===== config.mk =====
export PLATFORM = sky130hd
export DESIGN_NAME = vdma_baseaddr_ctrl
export DESIGN_NICKNAME = d
export VERILOG_FILES = /design/src/rtl/vdma_baseaddr_ctrl_pkg.sv /design/src/rtl/vdma_tribuf_slot.sv /design/src/rtl/vdma_baseaddr_ctrl.sv
export SDC_FILE = /design/constraint.sdc
export NUM_CORES = 1
export LEC_CHECK = 0
export CORE_AREA = 2 2 294 296
export DETAILED_ROUTE_END_ITERATION = 6
export DIE_AREA = 0 0 296 298
export GPL_ROUTABILITY_DRIVEN = 0
export HOLD_SLACK_MARGIN = 0.02
export SLEW_MARGIN = 15
export SYNTH_ARGS = -nofsm -noshare
export SYNTH_HDL_FRONTEND = slang
export SYNTH_SLANG_ARGS = --single-unit

===== constraint.sdc =====
create_clock -name axi_aclk -period 5.9 [get_ports axi_aclk]
set_clock_uncertainty 0.05 [all_clocks]
set_input_delay 1.18 -clock axi_aclk [delete_from_list [all_inputs] [get_ports axi_aclk]]
set_output_delay 1.18 -clock axi_aclk [all_outputs]
set_load 0.1 [all_outputs]

===== src/rtl/vdma_baseaddr_ctrl_pkg.sv =====
// Shared types and helpers for the VDMA triple-buffer base-address controller.
// Latency: n/a (constants, types and a pure function only).
// Backpressure: n/a.
package vdma_addr_pkg;

  // Frame-slot spans for the two VDMA transfer modes (1080p).
  localparam int unsigned FRAME_STEP_LINE = 2211840;  // 256*8*1080
  localparam int unsigned FRAME_STEP_ONCE = 1555200;

  // Index of one of the three DDR frame slots of a channel.
  typedef logic [1:0] slot_t;

  // Reset permutation: writer, latest, reader.
  localparam slot_t SLOT_W_RST = 2'd0;
  localparam slot_t SLOT_L_RST = 2'd1;
  localparam slot_t SLOT_R_RST = 2'd2;

  // 16-bit increment that sticks at all-ones.
  function automatic logic [15:0] sat_inc16(input logic [15:0] v);
    return (v == 16'hFFFF) ? v : v + 16'd1;
  endfunction

endpackage


===== src/rtl/vdma_tribuf_slot.sv =====
// One channel's triple-buffer rotation: slot indices, flags, drop/repeat counters.
// Latency: indices and counters update on the edge that samples a frame-start pulse.
// Backpressure: none; every pulse is consumed in the cycle it arrives.
//
// Ports: axi_aclk/axi_resetn clock and async active-low reset; ch_enable forces the
// reset state synchronously while low; wr/rd_frame_start are single-cycle pulses;
// w/r are the writer/reader slot indices; rd_valid, drop_cnt, rep_cnt are status.
module vdma_tribuf_slot
  import vdma_addr_pkg::*;
(
  input  logic        axi_aclk,
  input  logic        axi_resetn,
  input  logic        ch_enable,
  input  logic        wr_frame_start,
  input  logic        rd_frame_start,
  output slot_t       w,
  output slot_t       r,
  output logic        rd_valid,
  output logic [15:0] drop_cnt,
  output logic [15:0] rep_cnt
);

  slot_t       l;
  logic        l_new;
  logic        wr_started;

  slot_t       w_nx, l_nx, r_nx;
  logic        l_new_nx, wr_started_nx, rd_valid_nx;
  logic [15:0] drop_nx, rep_nx;

  // The write rule is evaluated first and the read rule sees its result, so a
  // simultaneous read picks up the frame that just completed.
  always_comb begin
    w_nx          = w;
    l_nx          = l;
    r_nx          = r;
    l_new_nx      = l_new;
    wr_started_nx = wr_started;
    rd_valid_nx   = rd_valid;
    drop_nx       = drop_cnt;
    rep_nx        = rep_cnt;

    if (wr_frame_start) begin
      if (!wr_started) begin
        // First pulse only marks that a frame is being written; nothing complete yet.
        wr_started_nx = 1'b1;
      end else begin
        w_nx     = l;
        l_nx     = w;
        l_new_nx = 1'b1;
        // An unread latest frame is being recycled for writing.
        if (l_new) drop_nx = sat_inc16(drop_cnt);
      end
    end

    if (rd_frame_start) begin
      if (l_new_nx) begin
        r_nx        = l_nx;
        l_nx        = r;
        l_new_nx    = 1'b0;
        rd_valid_nx = 1'b1;
      end else if (rd_valid) begin
        rep_nx = sat_inc16(rep_cnt);
      end
    end
  end

  always_ff @(posedge axi_aclk or negedge axi_resetn) begin
    if (!axi_resetn) begin
      w          <= SLOT_W_RST;
      l          <= SLOT_L_RST;
      r          <= SLOT_R_RST;
      l_new      <= 1'b0;
      wr_started <= 1'b0;
      rd_valid   <= 1'b0;
      drop_cnt   <= '0;
      rep_cnt    <= '0;
    end else if (!ch_enable) begin
      w          <= SLOT_W_RST;
      l          <= SLOT_L_RST;
      r          <= SLOT_R_RST;
      l_new      <= 1'b0;
      wr_started <= 1'b0;
      rd_valid   <= 1'b0;
      drop_cnt   <= '0;
      rep_cnt    <= '0;
    end else begin
      w          <= w_nx;
      l          <= l_nx;
      r          <= r_nx;
      l_new      <= l_new_nx;
      wr_started <= wr_started_nx;
      rd_valid   <= rd_valid_nx;
      drop_cnt   <= drop_nx;
      rep_cnt    <= rep_nx;
    end
  end

endmodule


===== src/rtl/vdma_baseaddr_ctrl.sv =====
// Per-channel triple-buffer DDR base-address generator feeding the multi-port VDMA core.
// Latency: 2 edges from frame-start pulse to new base address (index, then address register).
// Backpressure: none; pulses on consecutive cycles are all processed.
//
// Ports: axi_aclk/axi_resetn clock and async active-low reset; ch_enable,
// wr_frame_start, rd_frame_start per-channel controls; wr_baseaddr/rd_baseaddr
// per-channel slot addresses; rd_valid, drop_cnt, rep_cnt per-channel status.
module vdma_baseaddr_ctrl
  import vdma_addr_pkg::*;
#(
  parameter int                ASIZE      = 29,
  parameter int                CH_NUM     = 8,
  parameter longint unsigned   BASE_ADDR  = 0,
  parameter longint unsigned   FRAME_STEP = FRAME_STEP_LINE,
  parameter longint unsigned   CH_STEP    = 3 * FRAME_STEP
) (
  input  logic              axi_aclk,
  input  logic              axi_resetn,
  input  logic [CH_NUM-1:0] ch_enable,
  input  logic [CH_NUM-1:0] wr_frame_start,
  input  logic [CH_NUM-1:0] rd_frame_start,
  output logic [ASIZE-1:0]  wr_baseaddr [CH_NUM],
  output logic [ASIZE-1:0]  rd_baseaddr [CH_NUM],
  output logic [CH_NUM-1:0] rd_valid,
  output logic [15:0]       drop_cnt    [CH_NUM],
  output logic [15:0]       rep_cnt     [CH_NUM]
);

  // The whole frame-buffer region must fit in the DDR address space.
  if (BASE_ADDR + 64'(CH_NUM) * CH_STEP > (64'd1 << ASIZE)) begin : g_range_err
    $error("vdma_baseaddr_ctrl: frame-buffer region exceeds 2**ASIZE");
  end

  for (genvar c = 0; c < CH_NUM; c++) begin : g_ch
    localparam logic [63:0] CH_BASE = 64'(BASE_ADDR) + 64'(c) * 64'(CH_STEP);
    localparam logic [63:0] RD_RST  = CH_BASE + 64'(SLOT_R_RST) * 64'(FRAME_STEP);
    localparam logic [63:0] WR_RST  = CH_BASE + 64'(SLOT_W_RST) * 64'(FRAME_STEP);

    slot_t       w, r;
    logic [63:0] wr_full, rd_full;

    vdma_tribuf_slot u_slot (
      .axi_aclk       (axi_aclk),
      .axi_resetn     (axi_resetn),
      .ch_enable      (ch_enable[c]),
      .wr_frame_start (wr_frame_start[c]),
      .rd_frame_start (rd_frame_start[c]),
      .w              (w),
      .r              (r),
      .rd_valid       (rd_valid[c]),
      .drop_cnt       (drop_cnt[c]),
      .rep_cnt        (rep_cnt[c])
    );

    // Full-width sum, truncated to the DDR address width on registration.
    assign wr_full = CH_BASE + 64'(w) * 64'(FRAME_STEP);
    assign rd_full = CH_BASE + 64'(r) * 64'(FRAME_STEP);

    always_ff @(posedge axi_aclk or negedge axi_resetn) begin
      if (!axi_resetn) begin
        wr_baseaddr[c] <= WR_RST[ASIZE-1:0];
        rd_baseaddr[c] <= RD_RST[ASIZE-1:0];
      end else begin
        wr_baseaddr[c] <= wr_full[ASIZE-1:0];
        rd_baseaddr[c] <= rd_full[ASIZE-1:0];
      end
    end
  end

endmodule

==> impl_metrics.py <==
metrics = {
    "sta": {
        "relSlewSlack": 0.229,
        "worst_pin_slew_ns": 1.15,
        "grt_setup_unrepaired": "no",
        "setup_tns_ns": 0,
        "setup_viol": 0,
        "period_needed_ns": 3.59,
        "slew_violations": 0,
        "clock.fmax_mhz": 278,
        "hold_slack_ns": 0.367,
        "finalCritPeriodShare": 0.609,
        "hold_viol_final": 0,
    },
    "clock_tree": {
        "cts_max_path_buffers": 3,
        "clk_latency_ns": 0.59,
        "cts_made_buffers": 53,
        "cts_sinks": 454,
        "cts_tree": "yes",
        "htree_num_levels": 2,
        "hold_buffers": 0,
        "cts-resized-gates": 0,
        "cts_setup_buffers": 0,
        "cts_root_buf": "clkbuf_16",
        "clk_pin_slew_ns": 0.06,
    },
    "worst_setup_path": {
        "crit_path_max_fanout": 7,
        "critPathArrivalTime_ns": 2.36,
        "critical_path_buf_inv_count": 1,
        "critPathMaxStageDelay_ns": 1.27,
        "crit_family": "buffers and inverters",
        "r2r_cells": 5,
        "cp-end-kind": "output port",
        "timing.rr.end": "g_ch[5].u_slot.rep_cnt[10]$_DFFE_PN0P_",
        "cp_num_cells": 1,
        "cp-start-kind": "flip-flop",
        "cp_data_required_time_ns": 4.67,
        "crit_chain": "clkdlybuf4s50_1",
        "reg2reg_slack_ns": 3.42,
        "cp_slowest_cell": "clkdlybuf4s50_1",
        "crit_type": "reg2out",
        "timing.rr.start": "g_ch[5].u_slot.rep_cnt[3]$_DFFE_PN0P_",
    },
    "synth": {
        "ys_ff_latch": 454,
        "syn_area_per_cell_um2": 9.93,
        "synthesis.instances": 2377,
        "synth_edf_count": 0,
        "synthArstFlopShare": 1.00,
        "synth_top_area_frac": 0.396,
        "yosys.area.top_type": "dfrtp_1",
        "synth-seq-area-share": 0.485,
        "ys.flop_type": "dfrtp_1",
        "synth_cell_type_count": 58,
        "synth_area_leaders": "dfrtp_1, buf_4, dfstp_2",
        "synth_area_um2": 23600,
        "ys.warnings.count": 0,
    },
    "floorplan": {
        "core-area_um2": 84900,
        "io_pins": 754,
        "die_x_um": 296,
        "rows": 107,
        "fp.dieArea_um2": 88200,
        "start_util": 0.278,
        "die_h_um": 298,
    },
    "run_status": {
        "status": "finished clean",
    },
    "cells_and_area": {
        "layout.nets": 2902,
        "area_growth_pct": 25.5,
        "n_antenna_cell": 0,
        "nFillCells": 8642,
        "layout_common_cells": "clkdlybuf4s50_1, dfrtp_1, conb_1, nor2_1, nand2_1",
        "fin_area_um2": 29600,
        "drive_above_1_share": 0.0724,
        "final_common_cell": "clkdlybuf4s50_1",
    },
    "drt": {
        "vias_per_cell": 4.31,
        "wl_um": 61100,
        "drt.antenna.violating_nets": 0,
        "drt_first_iter_violations": 936,
        "drc": 0,
        "vias": 17100,
        "dr.pass1.iters": 5,
        "wl_per_cell_um": 15.4,
    },
    "grt": {
        "grt_pass1_wl_um": 94700,
        "grtUsageTotal": 0.133,
        "grt_max_degree": 122,
        "antenna_found_initial": 0,
        "grt_remaining_overflow": 0,
        "grt_pass1_vias": 16400,
    },
    "placed_design": {
        "hpwl_um": 45200,
        "io_buffer_count": 441,
        "place_area_um2": 27900,
    },
    "min_path": {
        "min-delay-start": "g_ch[2].u_slot.r[1]$_DFFE_PN1P_",
        "min_path_cells": 0,
        "min_path_type": "reg2reg",
        "hold_end": "rd_baseaddr[169]$_DFF_PN1_",
    },
    "flow_run": {
        "max-cap-violations": 0,
    },
    "power": {
        "ir_drop_mv": 0.226,
        "power.leakage_nw": 12.7,
        "p_per_area_nw_per_um2": 285,
    },
}
## state kept, by name, indices dropped and copies added, names as in the netlist
signal,count
g_ch.u_slot.drop_cnt,128
g_ch.u_slot.rep_cnt,128
rd_baseaddr,63
wr_baseaddr,63
g_ch.u_slot.l,16
g_ch.u_slot.r,16
g_ch.u_slot.w,16
g_ch.u_slot.l_new,8
g_ch.u_slot.rd_valid,8
g_ch.u_slot.wr_started,8
## per-stage QoR
stage,worst slack (ns),utilization,instances,power (mW)
floorplan,2.89,-,2687,5.10
global placement,2.30,0.328,3875,5.22
detailed placement,2.27,0.328,3875,5.22
CTS,2.20,0.349,3975,8.59
global route,2.18,0.349,3975,8.77
finish,2.31,0.349,3975,8.46
## kinds of logic (layout without fill, tap and decap cells)
| family | count (synthesis) | in the layout | synth area share |
|---|---|---|---|
| multiplexers | 35 | 35 | 0.0149 |
| XOR/XNOR | 208 | 208 | 0.0772 |
| other | 2 | 312 | 0.000318 |
| AND/OR/NAND/NOR | 835 | 835 | 0.176 |
| flip-flops | 454 | 454 | 0.485 |
| buffers and inverters | 490 | 634 | 0.133 |
| AO/OA/AOI/OAI | 263 | 263 | 0.0645 |
| adder cells (fa/ha/maj) | 90 | 90 | 0.0483 |
## synthesized netlist by cell type (8+ instances only)
cell type / number
nor4_1: 40
or4_1: 11
a21oi_1: 123
nand2_1: 171
xor2_1: 79
or3_1: 17
and3_1: 32
o211ai_1: 10
and2_1: 16
inv_1: 82
nand2b_1: 13
nor3_1: 55
and4_1: 17
o21ai_0: 65
ha_1: 88
a21o_1: 8
nand4_1: 90
a31oi_1: 11
nand3_1: 122
dfrtp_1: 374
nor2_1: 210
mux2i_1: 33
clkbuf_1: 53
xnor2_1: 129
or2_2: 11
dfstp_2: 80
a211oi_1: 12
nor4b_1: 14
buf_4: 346
## power by group
group | total (mW) | internal, mW | switching [mW]
registers | 3.30 | 3.23 | 0.0666
clock network | 3.30 | 1.95 | 1.35
logic | 1.87 | 0.208 | 1.66
total | 8.46 | 5.39 | 3.07
## how the worst max path moves through the flow
stage | from | end | slack, ns
2_1_floorplan | wr_frame_start[1] | g_ch[1].u_slot.rep_cnt[12]$_DFFE_PN0P_ | 2.89
3_3_place_gp | wr_frame_start[6] | g_ch[6].u_slot.rep_cnt[15]$_DFFE_PN0P_ | 2.30
3_5_place_dp | wr_frame_start[5] | g_ch[5].u_slot.rep_cnt[14]$_DFFE_PN0P_ | 2.27
4_1_cts | g_ch[1].u_slot.drop_cnt[0]$_DFFE_PN0P_ | drop_cnt[96] | 2.20
5_1_grt | g_ch[1].u_slot.drop_cnt[12]$_DFFE_PN0P_ | drop_cnt[108] | 2.18
6_report | g_ch[1].u_slot.drop_cnt[0]$_DFFE_PN0P_ | drop_cnt[96] | 2.31
## layout make-up
type                    count  area, µm²  share of cell area
clock buffers              74       1530              0.0515
clock inverters            26        256             0.00865
inverters                  87        327              0.0110
multi-input cells        1743      10200               0.343
flip-flops and latches    454      11500               0.387
well taps                1144       1430              0.0483
repair buffers            447       4460               0.151
## metal layers
metal / up-vias / part of all wire / global-route usage
met2: 497 / 0.47 / 0.215
met4: 0 / 0.023 / 0.0366
met5: - / 0 / 0
met3: 82 / 0.10 / 0.0564
li1: 8297 / - / -
met1: 8273 / 0.40 / 0.162
No activity file was read; power rests on OpenSTA's default activity.
